`config.mk`:
```
export PLATFORM = sky130hd
export DESIGN_NAME = memwb_skid_reg
export DESIGN_NICKNAME = d
export VERILOG_FILES = /design/src/rtl/memwb_skid_reg_pkg.sv /design/src/rtl/memwb_skid_reg_pipe_skid_buf.sv /design/src/rtl/memwb_skid_reg.sv
export SDC_FILE = /design/constraint.sdc
export NUM_CORES = 1
export LEC_CHECK = 0
export BUFFER_PORTS_ARGS = -buffer_cell sky130_fd_sc_hd__buf_4
export CORE_ASPECT_RATIO = 0.7
export CORE_MARGIN = 2
export CORE_UTILIZATION = 55
export DETAILED_ROUTE_END_ITERATION = 10
export GPL_TIMING_DRIVEN = 1
export HOLD_SLACK_MARGIN = 0.05
export PLACE_DENSITY = 0.81
export SKIP_CTS_REPAIR_TIMING = 1
export SLEW_MARGIN = 5
export SYNTH_ARGS = -nofsm -noshare
export SYNTH_HDL_FRONTEND = slang
export SYNTH_HIERARCHICAL = 1
export SYNTH_SLANG_ARGS = --single-unit
```
`constraint.sdc`:
```
create_clock -name clk -period 5.3 [get_ports clk]
set_clock_uncertainty 0.05 [all_clocks]
set_input_delay 1.06 -clock clk [delete_from_list [all_inputs] [get_ports clk]]
set_output_delay 1.06 -clock clk [all_outputs]
set_load 0.02 [all_outputs]
```
`src/rtl/memwb_skid_reg_pkg.sv`:
```
// Shared types for the MEM/WB elastic pipeline register.
// The payload struct documents the default-width field layout; the flat vector packing in memwb_skid_reg uses the same order.
package memwb_skid_reg_pkg;

    localparam int unsigned MEMWB_XLEN      = 64;
    localparam int unsigned MEMWB_RF_ADDR_W = 5;
    localparam int unsigned MEMWB_RES_SRC_W = 2;

    typedef struct packed {
        logic [MEMWB_XLEN-1:0]      alu_result;
        logic [MEMWB_XLEN-1:0]      read_data;
        logic [MEMWB_XLEN-1:0]      pc_plus4;
        logic [MEMWB_XLEN-1:0]      ext_imm;
        logic [MEMWB_RF_ADDR_W-1:0] rd;
        logic [MEMWB_RES_SRC_W-1:0] result_src;
        logic                       reg_write;
    } memwb_payload_t;

    typedef enum logic [1:0] {
        EMPTY = 2'd0,
        ONE   = 2'd1,
        FULL  = 2'd2
    } skid_state_t;

endpackage

```
`src/rtl/memwb_skid_reg_pipe_skid_buf.sv`:
```
// Generic two-entry skid buffer: the main entry drives the output, and the skid entry catches the one payload in flight when the consumer stalls.
module pipe_skid_buf
    import memwb_skid_reg_pkg::*;
#(
    parameter int unsigned W = 8
) (
    input  logic         clk,
    input  logic         rst_n,
    input  logic         in_valid,
    output logic         in_ready,
    input  logic [W-1:0] in_data,
    input  logic         flush,
    output logic         out_valid,
    input  logic         out_ready,
    output logic [W-1:0] out_data
);

    skid_state_t  state_q, state_d;
    logic [W-1:0] main_q, main_d;
    logic [W-1:0] skid_q, skid_d;
    logic         accept;
    logic         emit;

    // in_ready decodes registered state only, so there is no combinational path from out_ready.
    assign in_ready  = (state_q != FULL);
    assign out_valid = (state_q != EMPTY);
    assign out_data  = main_q;
    assign accept    = in_valid & in_ready;
    assign emit      = out_valid & out_ready;

    always_comb begin
        state_d = state_q;
        main_d  = main_q;
        skid_d  = skid_q;
        if (flush) begin
            state_d = EMPTY;
        end else begin
            unique case (state_q)
                EMPTY: begin
                    if (accept) begin
                        main_d  = in_data;
                        state_d = ONE;
                    end
                end
                ONE: begin
                    if (accept && emit) begin
                        main_d = in_data;
                    end else if (accept) begin
                        skid_d  = in_data;
                        state_d = FULL;
                    end else if (emit) begin
                        state_d = EMPTY;
                    end
                end
                FULL: begin
                    if (emit) begin
                        main_d  = skid_q;
                        state_d = ONE;
                    end
                end
                default: state_d = EMPTY;
            endcase
        end
    end

    always_ff @(posedge clk or negedge rst_n) begin
        if (!rst_n) begin
            state_q <= EMPTY;
            main_q  <= '0;
            skid_q  <= '0;
        end else begin
            state_q <= state_d;
            main_q  <= main_d;
            skid_q  <= skid_d;
        end
    end

endmodule

```
`src/rtl/memwb_skid_reg.sv`:
```
// Elastic MEM/WB pipeline register: skid-buffered payload, bubble-qualified register write and a saturating stall counter.
module memwb_skid_reg
    import memwb_skid_reg_pkg::*;
#(
    parameter int unsigned XLEN        = MEMWB_XLEN,
    parameter int unsigned RF_ADDR_W   = MEMWB_RF_ADDR_W,
    parameter int unsigned RES_SRC_W   = MEMWB_RES_SRC_W,
    parameter int unsigned STALL_CNT_W = 32
) (
    input  logic                   clk,
    input  logic                   rst,
    input  logic                   ValidM,
    output logic                   ReadyM,
    input  logic [XLEN-1:0]        ALUResultM,
    input  logic [XLEN-1:0]        ReadData,
    input  logic [XLEN-1:0]        PCPlus4M,
    input  logic [XLEN-1:0]        ExtImmM,
    input  logic [RF_ADDR_W-1:0]   RdM,
    input  logic [RES_SRC_W-1:0]   ResultSrcM,
    input  logic                   RegWriteM,
    input  logic                   FlushM,
    output logic                   ValidW,
    input  logic                   ReadyW,
    output logic [XLEN-1:0]        ALUResultW,
    output logic [XLEN-1:0]        ReadDataW,
    output logic [XLEN-1:0]        PCPlus4W,
    output logic [XLEN-1:0]        ExtImmW,
    output logic [RF_ADDR_W-1:0]   RdW,
    output logic [RES_SRC_W-1:0]   ResultSrcW,
    output logic                   RegWriteW,
    output logic [STALL_CNT_W-1:0] StallCnt
);

    localparam int unsigned PAY_W = 4 * XLEN + RF_ADDR_W + RES_SRC_W + 1;
    localparam logic [STALL_CNT_W-1:0] CNT_ONE = STALL_CNT_W'(1);

    logic [PAY_W-1:0]       pay_in;
    logic [PAY_W-1:0]       pay_out;
    logic                   reg_write_held;
    logic [STALL_CNT_W-1:0] stall_cnt_q, stall_cnt_d;

    // Field order matches memwb_payload_t so the flat vector follows the shared layout at any width.
    assign pay_in = {ALUResultM, ReadData, PCPlus4M, ExtImmM, RdM, ResultSrcM, RegWriteM};

    pipe_skid_buf #(
        .W (PAY_W)
    ) u_skid (
        .clk       (clk),
        .rst_n     (rst),
        .in_valid  (ValidM),
        .in_ready  (ReadyM),
        .in_data   (pay_in),
        .flush     (FlushM),
        .out_valid (ValidW),
        .out_ready (ReadyW),
        .out_data  (pay_out)
    );

    assign {ALUResultW, ReadDataW, PCPlus4W, ExtImmW, RdW, ResultSrcW, reg_write_held} = pay_out;
    assign RegWriteW = reg_write_held & ValidW;

    always_comb begin
        stall_cnt_d = stall_cnt_q;
        if (ValidW && !ReadyW && (stall_cnt_q != '1)) begin
            stall_cnt_d = stall_cnt_q + CNT_ONE;
        end
    end

    always_ff @(posedge clk or negedge rst) begin
        if (!rst) begin
            stall_cnt_q <= '0;
        end else begin
            stall_cnt_q <= stall_cnt_d;
        end
    end

    assign StallCnt = stall_cnt_q;

endmodule

```
# Word-level counts from Yosys, hierarchy flattened
# Index checks and enable logic that the tools add are counted.
[classes]
n_addsub = 1
mul = 0
div = 0
order_cmp = 0
eq_ne = 11
shift = 0
muxes = 11
bitwise_logic = 5
reduce_logical = 10
[ops]
columns = ["operator", "n"]
rows = [
  ["264-bit two-way mux", 3],
  ["264-bit case mux with 3 select lines", 1],
  ["32-bit by 1-bit adder with 32-bit output, second input constant", 1],
  ["32-bit != test, second input constant", 1],
  ["2-bit two-way mux", 6],
  ["4-bit AND reduction", 2],
  ["2-bit by 1-bit != test with 1-bit output, second input constant", 3],
  ["3-bit by 2-bit != test with 1-bit output, second input constant", 2],
  ["2-bit case mux with 3 select lines", 1],
  ["5-bit AND reduction", 1],
  ["4-bit by 2-bit != test with 1-bit output, second input constant", 1],
  ["1-bit AND", 3],
  ["1-bit logical AND", 3],
  ["3-bit != test, second input constant", 1],
  ["3-bit nonzero test", 1],
  ["2-bit by 1-bit == test with 1-bit output, second input constant", 1],
  ["2-bit == test, second input constant", 1],
  ["2-bit logical NOT", 1],
  ["2-bit != test, second input constant", 1],
  ["1-bit NOT", 2],
  ["2-bit nonzero test", 1],
  ["1-bit logical NOT", 1],
]
[word_totals]
regBits = 562
latch_bits = 0
ramBits = 0
rom_bits = 0
in_bits = 269
elab_cells = 42
mem_count = 0

# Logic depth before layout (Yosys ltp)
[logic_depth]
word_depth = 7
mapped_depth = 8

# By module
# The synthesis kept the hierarchy.
[modules_own_cells]
columns = ["mod", "instances", "cells_each", "area_per_inst_um2", "seq_area_each_um2"]
rows = [
  ["pipe_skid_buf", 1, 1983, 23760.3, 13262.7],
  ["memwb_skid_reg", 1, 152, 1682.9, 800.8],
]

# Worst setup path before layout
# No wires, ideal clock.
[synth_timing]
kind = "input to register"
start = "input ValidM"
end = "register u_skid.main_q[111], in the netlist u_skid/out_data[111]"
t_arrival_ps = 2203
t_required_ps = 5122
path_slack_ps = 2919
path_stages = 6
cell_sequence = "nor2b_2 nand2_2 a21oi_4 buf_8 buf_8 mux2_1"
[synth_via]
elab_chain_len = 4
elab_cells_between_ends = 5
cone_classes = "2 x eq/ne; 1 x bitwise; 2 x reduce/logical"
[synth_lines]
columns = ["item", "line", "rtl"]
rows = [
  ["start, declared", "memwb_skid_reg.sv:12", "input logic ValidM,"],
  ["1-bit AND *", "memwb_skid_reg_pipe_skid_buf.sv:28", "assign accept = in_valid & in_ready;"],
  ["1-bit logical AND", "memwb_skid_reg_pipe_skid_buf.sv:46", "if (accept && emit) begin"],
  ["2-bit by 1-bit != test with 1-bit output (no line)", "n/a", ""],
  ["5-bit AND reduction (no line) *", "n/a", ""],
  ["end signal, assigned", "memwb_skid_reg_pipe_skid_buf.sv:73", "main_q <= main_d;"],
  ["end, declared", "memwb_skid_reg_pipe_skid_buf.sv:19", "logic [W-1:0] main_q, main_d;"],
]
# Mark *: on every way between the ends. The rest lies on a longest branch, timed or not.
# A chain may end at the register's enable or synchronous reset.

# Worst setup path in the final report
[layout_timing]
start = "register u_skid.state_q[1]"
end = "output ReadyM"
[layout_via]
elab_chain_len = 1
[layout_lines]
columns = ["item", "line", "rtl"]
rows = [
  ["start, declared", "memwb_skid_reg_pipe_skid_buf.sv:18", "skid_state_t state_q, state_d;"],
  ["start signal, assigned", "memwb_skid_reg_pipe_skid_buf.sv:72", "state_q <= state_d;"],
  ["2-bit != test", "memwb_skid_reg_pipe_skid_buf.sv:25", "assign in_ready = (state_q != FULL);"],
  ["end, declared", "memwb_skid_reg.sv:13", "output logic ReadyM,"],
]
# Every way passes these cells.

==> results <==
- The run finished with clean final reports.
- Yosys mapped the design onto 44 distinct sky130hd cell types.
- Of the total power, the share spent switching nets is 29.0%.
- The detail route stage leaves a number of antenna-violating nets equal to 0.
- The total of fill cells in the finished design is 3153.
- The number of global-route vias before repair is 18856.
- Summing the sequential cell areas from Yosys gives 55.3% of the chip area.
- The number of DRC markers in iteration 0 is 1468.
- The final-stage net count is 2938.
- After routing the design area is 0.0316 mm^2.
- Headroom to the max-slew limit came out at 29.3%.
- The initial antenna violation count is 4.
- From left edge to right edge, the die measures 261 um.
- Once detailed placement completed, the half-perimeter wirelength came to 46.0 mm.
- The combinational power share is 22.7%.
- The post-detailed-placement cell area is 0.0297 mm^2.
- Of the total power, the clock network draws 31.4%.
- Leaving out fill and tap cells, the most frequent cells in the layout are 804 x sky130_fd_sc_hd__nand2_1, 584 x sky130_fd_sc_hd__buf_4, 562 x sky130_fd_sc_hd__dfrtp_1.
- The post-synthesis cell count is 2135.
- After synthesis the netlist holds a flip-flop and latch count of 562.
- The clock reaches the later pin of the worst-skew pair after 570 ps.
- The worst-case vdd ir drop is 0.000309 V.
- The cell family with the largest share of critical-path delay is simple AND/OR/NAND/NOR gates.
- After detailed routing, the number of vias per cell comes to 5.42.
- The most used flip-flop cell after synthesis is sky130_fd_sc_hd__dfrtp_1.
- The via count is 17983.
- The data arrival time of the worst path is 2420 ps.
- Final hold analysis gives a worst-case slack of 434 ps.
- The number of buffers added on ports is 566.
- OpenSTA, run right after detailed placement, puts the worst setup slack at 1870 ps.
- The total count of hold-check failures in the final report is 0.
- 567 I/O pins were placed.
- After synthesis, the share of flip-flops with an asynchronous set or reset is 100%.
- The number of enable-type register cells in the synthesized netlist is 0.
- The remaining global-route overflow is 0.
- After clock tree synthesis, the clock-pin slew on the worst setup and hold paths is 60 ps.
- The aggregate negative setup slack is 0 ps.
- The peak clock frequency supported by timing is 283 MHz.
- The core region is 0.0454 mm^2.
- After detailed routing, the total wire length is 67.5 mm.
- The number of buffers on the longest clock path is 3.
- The maximum number of pins on one net before global-route repair is 140.
- Routability-driven placement finished with a final weighted congestion of 0.850.
- The cell at the slowest stage of the critical path is sky130_fd_sc_hd__nor2b_4.
- Traced cell by cell, the critical path runs through nor2b_4 > inv_8 > buf_4.
- The final number of max-transition violations is 0.
- The clock period minus final worst setup slack is 3530 ps.
- STA classifies the critical path startpoint as a flop.
- Once the floorplan was initialized, standard cells occupied 56.1% of the core.
- The DRC violation count after routing is 0.
- The type of the tightest min-delay check is flop to flop.
- STA classifies the critical path endpoint as a primary output.
- The reported max-cap violation count is 0.
- The die covers 0.0480 mm^2.
- The largest incremental delay on the critical path is 670 ps.
- The cell internal power dissipation is 9170 uW.
- For the pin with the worst max-slew slack, the measured transition is 1060 ps.
- The maximum fanout along the worst path is 90.
- The cell sitting at the root of the clock tree is a sky130_fd_sc_hd__clkbuf_16.
- The post-synthesis cell area is 0.0254 mm^2.
- The number of clock buffers inserted by TritonCTS is 53.
- The CTS tree is yes.
- Setup repair after global routing left no endpoint under its margin.
- The first global-routing pass estimated 104 mm of wire.
- The average cell area after synthesis is 11.9 um^2.
- The count of cells in the finished layout, fillers not included, comes to 3316.
- Data on the critical path is required at its endpoint by 4190 ps.
- Setup violations remaining at the end of the flow were counted as 0.
- The final worst-path setup slack is 1770 ps.
- The analysis attributes to net switching a power of 3740 uW.
- After detailed routing, the average wire length per cell comes to 20.4 um.
- Compared with the post-synthesis result, the final layout area differs by 24.3%.
- The share of the clock period used by the worst path is 66.7%.
- Registers are responsible for 45.9% of the overall power.
- The H-tree generated during clock tree synthesis spans 2 levels.
- After floorplanning, the core was divided into 65 placement rows.
- In the final layout, the share of cells above drive strength 1 is 34.2%.
- For this run, the number of Yosys warnings is 6.
- Power spread over the standard cell area amounts to 408 mW/mm^2.
- The placed cell count is 3216.
- The vertical extent of the die is 184 um.
- The number of nets in the synthesized netlist is 2405.
- The library cell used most frequently in the layout, excluding fill and tap cells, is sky130_fd_sc_hd__nand2_1.
- In this run the static leakage power is 0.0157 uW.
- The tree built by TritonCTS fans out to 562 sinks.
- The startpoint-to-endpoint class of the critical path is flop to primary output.
- Together, buffers and inverters on the worst path number 2.
- In the global route stage, overall resource usage came out at 27.7%.
- The iteration count of the initial detailed-routing pass is 5.
==> kinds of logic after synthesis <==
kind of cell / share of synthesized area [%]
AND/OR/NAND/NOR: 14.2
flip-flops: 55.3
multiplexers: 24.7
buffers and inverters: 4.55
XOR/XNOR: 1.03
AO/OA/AOI/OAI: 0.187
adder cells (fa/ha/maj): 0.0492
==> power by group through the flow <==
stage | logic (uW) | clock network (uW) | registers, uW
2_1_floorplan | 1140 | 0 | 6330
3_3_place_gp | 2820 | 0 | 5880
3_5_place_dp | 2950 | 0 | 5960
4_1_cts | 2960 | 4120 | 5900
5_1_grt | 3130 | 4320 | 6020
6_report | 2930 | 4060 | 5920
==> per-layer routing <==
layer / part of all wire [%] / vias to the layer above / wire length [um] / track usage, %
met5: 0.019 / - / 13 / 0
met4: 5.2 / 2 / 3510 / 14.0
met3: 5.9 / 208 / 3970 / 5.60
met2: 50 / 622 / 33600 / 46.5
met1: 39 / 9032 / 26400 / 34.2
li1: - / 8119 / - / -
==> state kept, by name, summed over array words and instances (netlist names) <==
signal	cells
StallCnt	32
u_skid/out_data	264
u_skid/state_q	2
u_skid/skid_q	264
==> through the flow <==
step / utilization [%] / power (uW)
after floorplan: - / 7470
after global placement: 65.6 / 8700
after detailed placement: 65.6 / 8910
after CTS: 69.7 / 13000
after global routing: 69.7 / 13500
final: 69.7 / 12900
==> final cells by class <==
class,count,area (um^2),area share [%]
multi-input cells,1448,10200,32.4
well taps,603,754,2.39
clock buffers,76,1570,4.95
inverters,4,22.5,0.0712
clock inverters,21,297,0.938
repair buffers,599,4680,14.8
diodes,3,7.51,0.0237
flip-flops and latches,562,14100,44.5
==> cell usage after synthesis, types with 3 or more instances <==
library cell	number	area [um^2]
sky130_fd_sc_hd__nand2_1	804	3020
sky130_fd_sc_hd__dfrtp_1	562	14100
sky130_fd_sc_hd__mux2_1	311	3500
sky130_fd_sc_hd__mux2_2	129	1450
sky130_fd_sc_hd__mux2_4	89	1340
sky130_fd_sc_hd__buf_6	58	653
sky130_fd_sc_hd__buf_2	35	175
sky130_fd_sc_hd__xnor2_1	22	193
sky130_fd_sc_hd__nand4_1	18	113
sky130_fd_sc_hd__buf_4	15	113
sky130_fd_sc_hd__nand3_1	11	55.1
sky130_fd_sc_hd__nor2_1	8	30.0
sky130_fd_sc_hd__xor2_1	8	70.1
sky130_fd_sc_hd__buf_12	6	120
sky130_fd_sc_hd__buf_8	5	75.1
sky130_fd_sc_hd__nor3_1	5	25.0
sky130_fd_sc_hd__nor4b_2	5	75.1
sky130_fd_sc_hd__nand2_2	4	25.0
sky130_fd_sc_hd__a21oi_1	3	15.0
sky130_fd_sc_hd__and3_1	3	18.8
sky130_fd_sc_hd__inv_1	3	11.3
==> worst paths after layout <==
check / depth (start not counted) / start / slack [ps] / to
max: 3 / u_skid/state_q[1] / 1770 / ReadyM
min: 1 / u_skid/out_data[16] / 430 / u_skid/out_data[16]
max reg2reg: 6 / u_skid/state_q[1] / 2280 / u_skid/out_data[102]
min reg2reg: 1 / u_skid/out_data[16] / 430 / u_skid/out_data[16]
max in group asynchronous: 2 / rst / 3420 / u_skid/skid_q[34]
min in group asynchronous: 1 / rst / 530 / u_skid/out_data[85]
Power figures use the tool's default switching activity.
